$ cat src/rtl/hazard_ctrl_if.sv
// Pipeline hazard-control bus: stage icodes, register IDs and status
// flowing into the controller, stall/bubble/status and counters out.
// master = pipeline side (drives hazard inputs), slave = hazard_ctrl.
interface hazard_ctrl_if #(
  parameter int REG_W = 4,
  parameter int NSRC  = 2,
  parameter int CNT_W = 16
);
  logic [3:0]            D_icode;
  logic [NSRC*REG_W-1:0] d_src;
  logic [3:0]            E_icode;
  logic [REG_W-1:0]      E_destM;
  logic                  e_Cnd;
  logic [3:0]            M_icode;
  logic [3:0]            m_stat;
  logic [3:0]            W_stat;
  logic                  clr_cnt;
  logic                  setcc;
  logic                  F_stall;
  logic                  D_stall;
  logic                  W_stall;
  logic                  D_bubble;
  logic                  E_bubble;
  logic                  M_bubble;
  logic                  halted;
  logic [1:0]            state;
  logic [CNT_W-1:0]      cnt_lu;
  logic [CNT_W-1:0]      cnt_ret;
  logic [CNT_W-1:0]      cnt_mp;

  modport master (
    output D_icode, d_src, E_icode, E_destM, e_Cnd, M_icode, m_stat, W_stat, clr_cnt,
    input  setcc, F_stall, D_stall, W_stall, D_bubble, E_bubble, M_bubble,
    input  halted, state, cnt_lu, cnt_ret, cnt_mp
  );

  modport slave (
    input  D_icode, d_src, E_icode, E_destM, e_Cnd, M_icode, m_stat, W_stat, clr_cnt,
    output setcc, F_stall, D_stall, W_stall, D_bubble, E_bubble, M_bubble,
    output halted, state, cnt_lu, cnt_ret, cnt_mp
  );
endinterface

$ cat src/rtl/hazard_ctrl.sv
// Y86-style pipeline hazard controller: load-use, ret and mispredict
// stall/bubble generation plus a RUN/DRAIN/HALTED exception FSM.
// Optional event counters are built only when HAZARD_CTRL_PERF_CNT_EN
// is defined; otherwise the counter outputs are tied to zero.
module hazard_ctrl #(
  parameter int REG_W = 4,
  parameter int NSRC  = 2,
  parameter int CNT_W = 16
) (
  input logic          clk,
  input logic          rst_n,
  hazard_ctrl_if.slave hz
);
  localparam logic [REG_W-1:0] RNONE       = {REG_W{1'b1}};
  localparam logic [3:0]       STAT_AOK    = 4'b1000;
  localparam logic [3:0]       IC_NOP0     = 4'h0;
  localparam logic [3:0]       IC_MRMOVQ   = 4'h5;
  localparam logic [3:0]       IC_JXX      = 4'h7;
  localparam logic [3:0]       IC_RET      = 4'h9;
  localparam logic [3:0]       IC_POPQ     = 4'hB;

  typedef enum logic [1:0] {
    ST_RUN    = 2'b00,
    ST_DRAIN  = 2'b01,
    ST_HALTED = 2'b10
  } state_t;

  state_t state_r;

  logic lu_s, ret_s, mp_s, m_bad_s, w_bad_s;
  logic setcc_s, f_stall_s, d_stall_s, w_stall_s;
  logic d_bubble_s, e_bubble_s, m_bubble_s, halted_s;

  // A load in execute whose destination feeds any decode source; RNONE never matches.
  function automatic logic load_use_f(
    input logic [3:0]            icode,
    input logic [REG_W-1:0]      dest,
    input logic [NSRC*REG_W-1:0] srcs
  );
    logic hit;
    hit = 1'b0;
    if ((icode == IC_MRMOVQ || icode == IC_POPQ) && dest != RNONE) begin
      for (int k = 0; k < NSRC; k++) begin
        if (srcs[k*REG_W +: REG_W] == dest) begin
          hit = 1'b1;
        end else begin
          hit = hit;
        end
      end
    end else begin
      hit = 1'b0;
    end
    return hit;
  endfunction

  // Hazard event decode from the current pipeline registers.
  always_comb begin
    lu_s    = load_use_f(hz.E_icode, hz.E_destM, hz.d_src);
    ret_s   = (hz.D_icode == IC_RET) || (hz.E_icode == IC_RET) || (hz.M_icode == IC_RET);
    mp_s    = (hz.E_icode == IC_JXX) && !hz.e_Cnd;
    m_bad_s = (hz.m_stat != STAT_AOK);
    w_bad_s = (hz.W_stat != STAT_AOK);
  end

  // Stall/bubble/setcc selection by FSM state; W_stall follows a bad writeback status everywhere.
  always_comb begin
    setcc_s    = 1'b0;
    f_stall_s  = 1'b0;
    d_stall_s  = 1'b0;
    w_stall_s  = 1'b0;
    d_bubble_s = 1'b0;
    e_bubble_s = 1'b0;
    m_bubble_s = 1'b0;
    halted_s   = 1'b0;
    case (state_r)
      ST_RUN: begin
        f_stall_s  = lu_s | ret_s;
        d_stall_s  = lu_s;
        d_bubble_s = mp_s | (ret_s & ~lu_s);
        e_bubble_s = mp_s | lu_s;
        w_stall_s  = w_bad_s;
        setcc_s    = (hz.E_icode != IC_NOP0) & ~m_bad_s & ~w_bad_s;
      end
      ST_DRAIN: begin
        f_stall_s  = lu_s | ret_s;
        d_stall_s  = lu_s;
        d_bubble_s = mp_s | (ret_s & ~lu_s);
        e_bubble_s = mp_s | lu_s;
        m_bubble_s = 1'b1;
        w_stall_s  = w_bad_s;
      end
      ST_HALTED: begin
        f_stall_s  = 1'b1;
        d_stall_s  = 1'b1;
        w_stall_s  = 1'b1;
        m_bubble_s = 1'b1;
        halted_s   = 1'b1;
      end
      default: begin
        // Unreachable encoding: freeze the pipeline like HALTED.
        f_stall_s  = 1'b1;
        d_stall_s  = 1'b1;
        w_stall_s  = 1'b1;
        m_bubble_s = 1'b1;
        halted_s   = 1'b1;
      end
    endcase
  end

  // Exception FSM: writeback fault halts directly, memory fault drains first; only reset leaves HALTED.
  always_ff @(posedge clk or negedge rst_n) begin
    if (!rst_n) begin
      state_r <= ST_RUN;
    end else begin
      case (state_r)
        ST_RUN: begin
          if (w_bad_s) begin
            state_r <= ST_HALTED;
          end else if (m_bad_s) begin
            state_r <= ST_DRAIN;
          end else begin
            state_r <= ST_RUN;
          end
        end
        ST_DRAIN: begin
          if (w_bad_s) begin
            state_r <= ST_HALTED;
          end else begin
            state_r <= ST_DRAIN;
          end
        end
        ST_HALTED: state_r <= ST_HALTED;
        default:   state_r <= ST_HALTED;
      endcase
    end
  end

`ifdef HAZARD_CTRL_PERF_CNT_EN
  localparam logic [CNT_W-1:0] CNT_MAX = {CNT_W{1'b1}};
  localparam logic [CNT_W-1:0] CNT_ONE = {{(CNT_W-1){1'b0}}, 1'b1};

  logic [CNT_W-1:0] cnt_lu_r, cnt_ret_r, cnt_mp_r;

  // Saturating event counters, active only while running; clear wins over increment.
  always_ff @(posedge clk or negedge rst_n) begin
    if (!rst_n) begin
      cnt_lu_r  <= {CNT_W{1'b0}};
      cnt_ret_r <= {CNT_W{1'b0}};
      cnt_mp_r  <= {CNT_W{1'b0}};
    end else if (hz.clr_cnt) begin
      cnt_lu_r  <= {CNT_W{1'b0}};
      cnt_ret_r <= {CNT_W{1'b0}};
      cnt_mp_r  <= {CNT_W{1'b0}};
    end else if (state_r == ST_RUN) begin
      if (lu_s && cnt_lu_r != CNT_MAX)   cnt_lu_r  <= cnt_lu_r + CNT_ONE;
      if (ret_s && cnt_ret_r != CNT_MAX) cnt_ret_r <= cnt_ret_r + CNT_ONE;
      if (mp_s && cnt_mp_r != CNT_MAX)   cnt_mp_r  <= cnt_mp_r + CNT_ONE;
    end
  end

  assign hz.cnt_lu  = cnt_lu_r;
  assign hz.cnt_ret = cnt_ret_r;
  assign hz.cnt_mp  = cnt_mp_r;
`else
  logic unused_clr_cnt_s;
  assign unused_clr_cnt_s = hz.clr_cnt;
  assign hz.cnt_lu  = {CNT_W{1'b0}};
  assign hz.cnt_ret = {CNT_W{1'b0}};
  assign hz.cnt_mp  = {CNT_W{1'b0}};
`endif

  assign hz.setcc    = setcc_s;
  assign hz.F_stall  = f_stall_s;
  assign hz.D_stall  = d_stall_s;
  assign hz.W_stall  = w_stall_s;
  assign hz.D_bubble = d_bubble_s;
  assign hz.E_bubble = e_bubble_s;
  assign hz.M_bubble = m_bubble_s;
  assign hz.halted   = halted_s;
  assign hz.state    = state_r;
endmodule
$ cat src/flat_wrapper.sv
// flat-port wrapper written by rule: the top's interface ports become plain ports
module hazard_ctrl_flat 
#(
  parameter int REG_W = 4,
  parameter int NSRC  = 2,
  parameter int CNT_W = 16
)
  (clk, rst_n, hz_D_icode, hz_d_src, hz_E_icode, hz_E_destM, hz_e_Cnd, hz_M_icode, hz_m_stat, hz_W_stat, hz_clr_cnt, hz_setcc, hz_F_stall, hz_D_stall, hz_W_stall, hz_D_bubble, hz_E_bubble, hz_M_bubble, hz_halted, hz_state, hz_cnt_lu, hz_cnt_ret, hz_cnt_mp);
  hazard_ctrl_if #(.REG_W(REG_W), .NSRC(NSRC), .CNT_W(CNT_W)) hz_i ();
  input logic clk;
  input logic rst_n;
  input wire logic [$bits(hz_i.D_icode)-1:0] hz_D_icode;
  input wire logic [$bits(hz_i.d_src)-1:0] hz_d_src;
  input wire logic [$bits(hz_i.E_icode)-1:0] hz_E_icode;
  input wire logic [$bits(hz_i.E_destM)-1:0] hz_E_destM;
  input wire logic [$bits(hz_i.e_Cnd)-1:0] hz_e_Cnd;
  input wire logic [$bits(hz_i.M_icode)-1:0] hz_M_icode;
  input wire logic [$bits(hz_i.m_stat)-1:0] hz_m_stat;
  input wire logic [$bits(hz_i.W_stat)-1:0] hz_W_stat;
  input wire logic [$bits(hz_i.clr_cnt)-1:0] hz_clr_cnt;
  output wire logic [$bits(hz_i.setcc)-1:0] hz_setcc;
  output wire logic [$bits(hz_i.F_stall)-1:0] hz_F_stall;
  output wire logic [$bits(hz_i.D_stall)-1:0] hz_D_stall;
  output wire logic [$bits(hz_i.W_stall)-1:0] hz_W_stall;
  output wire logic [$bits(hz_i.D_bubble)-1:0] hz_D_bubble;
  output wire logic [$bits(hz_i.E_bubble)-1:0] hz_E_bubble;
  output wire logic [$bits(hz_i.M_bubble)-1:0] hz_M_bubble;
  output wire logic [$bits(hz_i.halted)-1:0] hz_halted;
  output wire logic [$bits(hz_i.state)-1:0] hz_state;
  output wire logic [$bits(hz_i.cnt_lu)-1:0] hz_cnt_lu;
  output wire logic [$bits(hz_i.cnt_ret)-1:0] hz_cnt_ret;
  output wire logic [$bits(hz_i.cnt_mp)-1:0] hz_cnt_mp;
  assign hz_i.D_icode = hz_D_icode;
  assign hz_i.d_src = hz_d_src;
  assign hz_i.E_icode = hz_E_icode;
  assign hz_i.E_destM = hz_E_destM;
  assign hz_i.e_Cnd = hz_e_Cnd;
  assign hz_i.M_icode = hz_M_icode;
  assign hz_i.m_stat = hz_m_stat;
  assign hz_i.W_stat = hz_W_stat;
  assign hz_i.clr_cnt = hz_clr_cnt;
  assign hz_setcc = hz_i.setcc;
  assign hz_F_stall = hz_i.F_stall;
  assign hz_D_stall = hz_i.D_stall;
  assign hz_W_stall = hz_i.W_stall;
  assign hz_D_bubble = hz_i.D_bubble;
  assign hz_E_bubble = hz_i.E_bubble;
  assign hz_M_bubble = hz_i.M_bubble;
  assign hz_halted = hz_i.halted;
  assign hz_state = hz_i.state;
  assign hz_cnt_lu = hz_i.cnt_lu;
  assign hz_cnt_ret = hz_i.cnt_ret;
  assign hz_cnt_mp = hz_i.cnt_mp;
  hazard_ctrl #(.REG_W(REG_W), .NSRC(NSRC), .CNT_W(CNT_W)) u_core (.clk(clk), .rst_n(rst_n), .hz(hz_i));
endmodule
$ cat config.mk
export PLATFORM = sky130hd
export DESIGN_NAME = hazard_ctrl_flat
export DESIGN_NICKNAME = d
export VERILOG_FILES = /design/src/rtl/hazard_ctrl_if.sv /design/src/rtl/hazard_ctrl.sv /design/src/flat_wrapper.sv
export SDC_FILE = /design/constraint.sdc
export NUM_CORES = 1
export LEC_CHECK = 0
export CORE_UTILIZATION = 26
export CTS_BUF_LIST = sky130_fd_sc_hd__clkbuf_16
export CTS_CLUSTER_SIZE = 12
export DETAILED_ROUTE_END_ITERATION = 8
export HOLD_SLACK_MARGIN = 0.1
export PLACE_DENSITY = 0.93
export SETUP_SLACK_MARGIN = 0.15
export SLEW_MARGIN = 10
export SYNTH_ARGS = -nofsm -noshare
export SYNTH_HDL_FRONTEND = slang
export SYNTH_SLANG_ARGS = --single-unit
$ cat constraint.sdc
create_clock -name clk -period 3.6 [get_ports clk]
set_input_delay 0.72 -clock clk [delete_from_list [all_inputs] [get_ports clk]]
set_output_delay 0.72 -clock clk [all_outputs]
set_load 0.05 [all_outputs]
==> impl_metrics.env, run 1 <==
export IMPL_timing_final_crit_share=0.856
export IMPL_stdcell_count=163
export IMPL_dr_wl_met2_um=637
export IMPL_critical_path_slowest_cell="clkdlybuf4s50_1"
export IMPL_crit_path_max_incr_delay_ns=0.71
export IMPL_grt_start_max_net_pins=11
export IMPL_report_power_total_uw=352
export IMPL_highest_layer="met4"
export IMPL_async_reset_ff_frac=1.00
export IMPL_global_route_usage_total=0.0899
export IMPL_synth_ff_type="dfrtp_1"
export IMPL_htree_levels=1
export IMPL_setup_violations_final=0
export IMPL_synth_lib_cells_used_distinct=22
export IMPL_wl_met3_um=235
export IMPL_cts_hold_fix_buffers=0
export IMPL_post_synth_top_area_cell="buf_4"
export IMPL_outcome="finished with violations"
export IMPL_placement_rows=18
export IMPL_mappedNetlistArea_um2=676
export IMPL_synth_edf_count=0
export IMPL_p_clk_frac=0.467
export IMPL_ys_warn_count=0
export IMPL_criticalPathCategory="input pin to output port"
export IMPL_grt_antenna_before_repair=0
export IMPL_worst_slew_pin_slew_ns=0.512
export IMPL_relSlewSlack=0.658
export IMPL_cellLeakagePower_uw=0.000467
export IMPL_sequential_to_total_area_share_from_yosys_stat=0.0741
export IMPL_drv_slew=0
export IMPL_crit_chain="clkdlybuf4s50_1 -> nand2b_1 -> or4_1 -> clkdlybuf4s50_1"
export IMPL_finish_utilization=0.434
export IMPL_initial_core_util=0.275
export IMPL_cpMostUsedCell="clkdlybuf4s50_1"
export IMPL_netlist_instances=88
export IMPL_cts_resized=0
export IMPL_syn_to_final_growth_pct=57.8
export IMPL_timing_critical_path_from_type="input pin"
export IMPL_avgRoutedWirePerCell_um=7.96
export IMPL_first_pass_grt_wire_length_um=1810
export IMPL_n_antenna_cell=0
export IMPL_peakVddDrop_uv=349
export IMPL_layout_drive_gt1_share=0.0827
export IMPL_portBuffers=44
export IMPL_cts_made_buffers=3
export IMPL_synth_area_per_cell_um2=7.68
export IMPL_p_seq_frac=0.064
export IMPL_grt_pass1_vias=503
export IMPL_period_needed_ns=3.08
export IMPL_drt_initial_drc_count=1
export IMPL_path_clk_slew_ns=0.03
export IMPL_tritoncts="done"
export IMPL_drt_pass1_iter_count=5
export IMPL_cts_sinks=2
export IMPL_clock_root_buffer="clkbuf_16"
export IMPL_vias_per_instance=3.71
export IMPL_clock_network_latency_to_the_later_pin_of_the_worst_skew_pair_ns=0.22
export IMPL_wl_met1_um=410
export IMPL_internal_power_uw=205
export IMPL_power_net_switching_uw=147
export IMPL_p_comb_frac=0.469
export IMPL_report_final_hold_viol_count=0
export IMPL_ys_top_cells_by_area="buf_4 53%, xnor2_1 10%, dfrtp_1 7.4%"
export IMPL_worst_hold_path_type="flop to flop"
export IMPL_worst_ep_required_time_ns=2.88
export IMPL_post_cts_buffers=0
export IMPL_setup_total_negative_slack_ns=0
export IMPL_synth_top_area_frac=0.533
export IMPL_worst_endpoint_arrival_ns=2.36
export IMPL_cts_max_path_buffers=2
export IMPL_post_place_cells=160
export IMPL_core_area_um2=2450
export IMPL_grt_setup_unrepaired="false"
export IMPL_place_congestion=0.588
export IMPL_switching_fraction_of_total_power=0.417
export IMPL_powerDensity_nw_per_um2=330
export IMPL_design_final_nets=171
export IMPL_post_route_skew_ns=0.000825
export IMPL_detail_route_wirelength_um=1300
export IMPL_die_area_um2=2810
export IMPL_postSynthRegisterBits=2
export IMPL_critPathCaptureType="output port"
export IMPL_yosysMostFrequentCell="buf_4"
export IMPL_worstPathMaxFanout=2
export IMPL_chipWidth_um=53.0
export IMPL_max_clock_freq_mhz=324
export IMPL_drc=1
export IMPL_via_count=604
export IMPL_pin_count=94
export IMPL_failing_checks="DRC"
export IMPL_die_y_um=53.0
export IMPL_largest_register_ffs=2
export IMPL_global_route_overflow_total=0
export IMPL_dp_hpwl_um=1160
export IMPL_ys_top_cells_by_count="48 x buf_4, 8 x xnor2_1, 4 x nand4_1"
export IMPL_drtAntennaViolNets=0
export IMPL_max_cap_violations=0
==> worst paths after layout <==
kind                                                   start                      endpoint  slack (ns)  cells past startpoint
worst max-delay path                            hz_W_stat[2]                    hz_W_stall        0.52                      4
worst min-delay path            u_core.hz.state[0]$_DFF_PN0_  u_core.hz.state[0]$_DFF_PN0_        0.66                      2
worst max register to register  u_core.hz.state[1]$_DFF_PN0_  u_core.hz.state[0]$_DFF_PN0_        2.31                      2
worst min register to register  u_core.hz.state[0]$_DFF_PN0_  u_core.hz.state[0]$_DFF_PN0_        0.66                      2
max in group asynchronous                              rst_n  u_core.hz.state[0]$_DFF_PN0_        2.81                      1
min in group asynchronous                              rst_n  u_core.hz.state[1]$_DFF_PN0_        0.67                      1
==> logic make-up (layout without fill, tap and decap cells) <==
group,Yosys count,in the layout,synth area share
XOR/XNOR,8,8,0.104
AO/OA/AOI/OAI,5,5,0.0500
flip-flops,2,2,0.0741
AND/OR/NAND/NOR,23,23,0.228
buffers and inverters,49,47,0.539
other,1,48,0.00555
==> through the flow <==
step | setup WS (ns) | area, um^2 | hold WS [ns]
6_report | 0.517 | 1070 | 0.659
5_1_grt | 0.454 | 1070 | 0.675
4_1_cts | 0.508 | 1070 | 0.665
3_5_place_dp | 0.515 | 991 | 0.685
3_3_place_gp | 0.527 | 991 | 0.659
2_1_floorplan | 0.826 | 852 | 0.424
==> cells in the final DEF, fill, tap and decap left out <==
cell	instances
nor2b_1	1
dfrtp_1	2
nor4_1	2
or2_2	1
or4_4	1
or4_1	1
xnor2_1	8
conb_1	48
nand2_1	2
a221o_1	1
nor4bb_1	2
a21oi_1	2
and2_1	1
clkbuf_16	3
a311oi_1	1
buf_4	2
nor3_2	1
clkdlybuf4s50_1	39
o21ai_1	1
nand2b_1	3
nor2_1	2
buf_12	3
nand3b_1	2
nand4_1	4
==> critical path: cells and delay by family <==
kind,cells,cell delay [ns]
buffers and inverters,2,1.10
and+or+nand+nor,2,0.54
==> final cells by class <==
cell class	instances	area (um^2)
multi-input combinational	84	438
fill	244	1390
sequential	2	50.0
tap	30	37.5
clock buffer	3	75.1
timing repair buffer	44	465
==> layer usage <==
| layer | up-vias | global-route usage |
|---|---|---|
| met1 | 251 | 0.0714 |
| met2 | 61 | 0.190 |
| met3 | 3 | 0.0287 |
| met5 | - | 0 |
| li1 | 289 | - |
| met4 | 0 | 0.0395 |
==> power groups by stage <==
stage / registers [uW] / clock network [uW] / logic, uW
finish: 22.7 / 164 / 165
global route: 22.7 / 171 / 173
CTS: 22.7 / 167 / 165
detailed placement: 22.9 / 0 / 164
global placement: 22.9 / 0 / 164
floorplan: 22.9 / 0 / 163
Note: power is estimated with default switching activity, not from simulation.
==> run 2: changes to the inputs <==
- GPL_ROUTABILITY_DRIVEN: not set -> 0
- GPL_TIMING_DRIVEN: not set -> 1
==> results of run 2 <==
No change in the layout: final DEF, timing and power equal those of run 1.
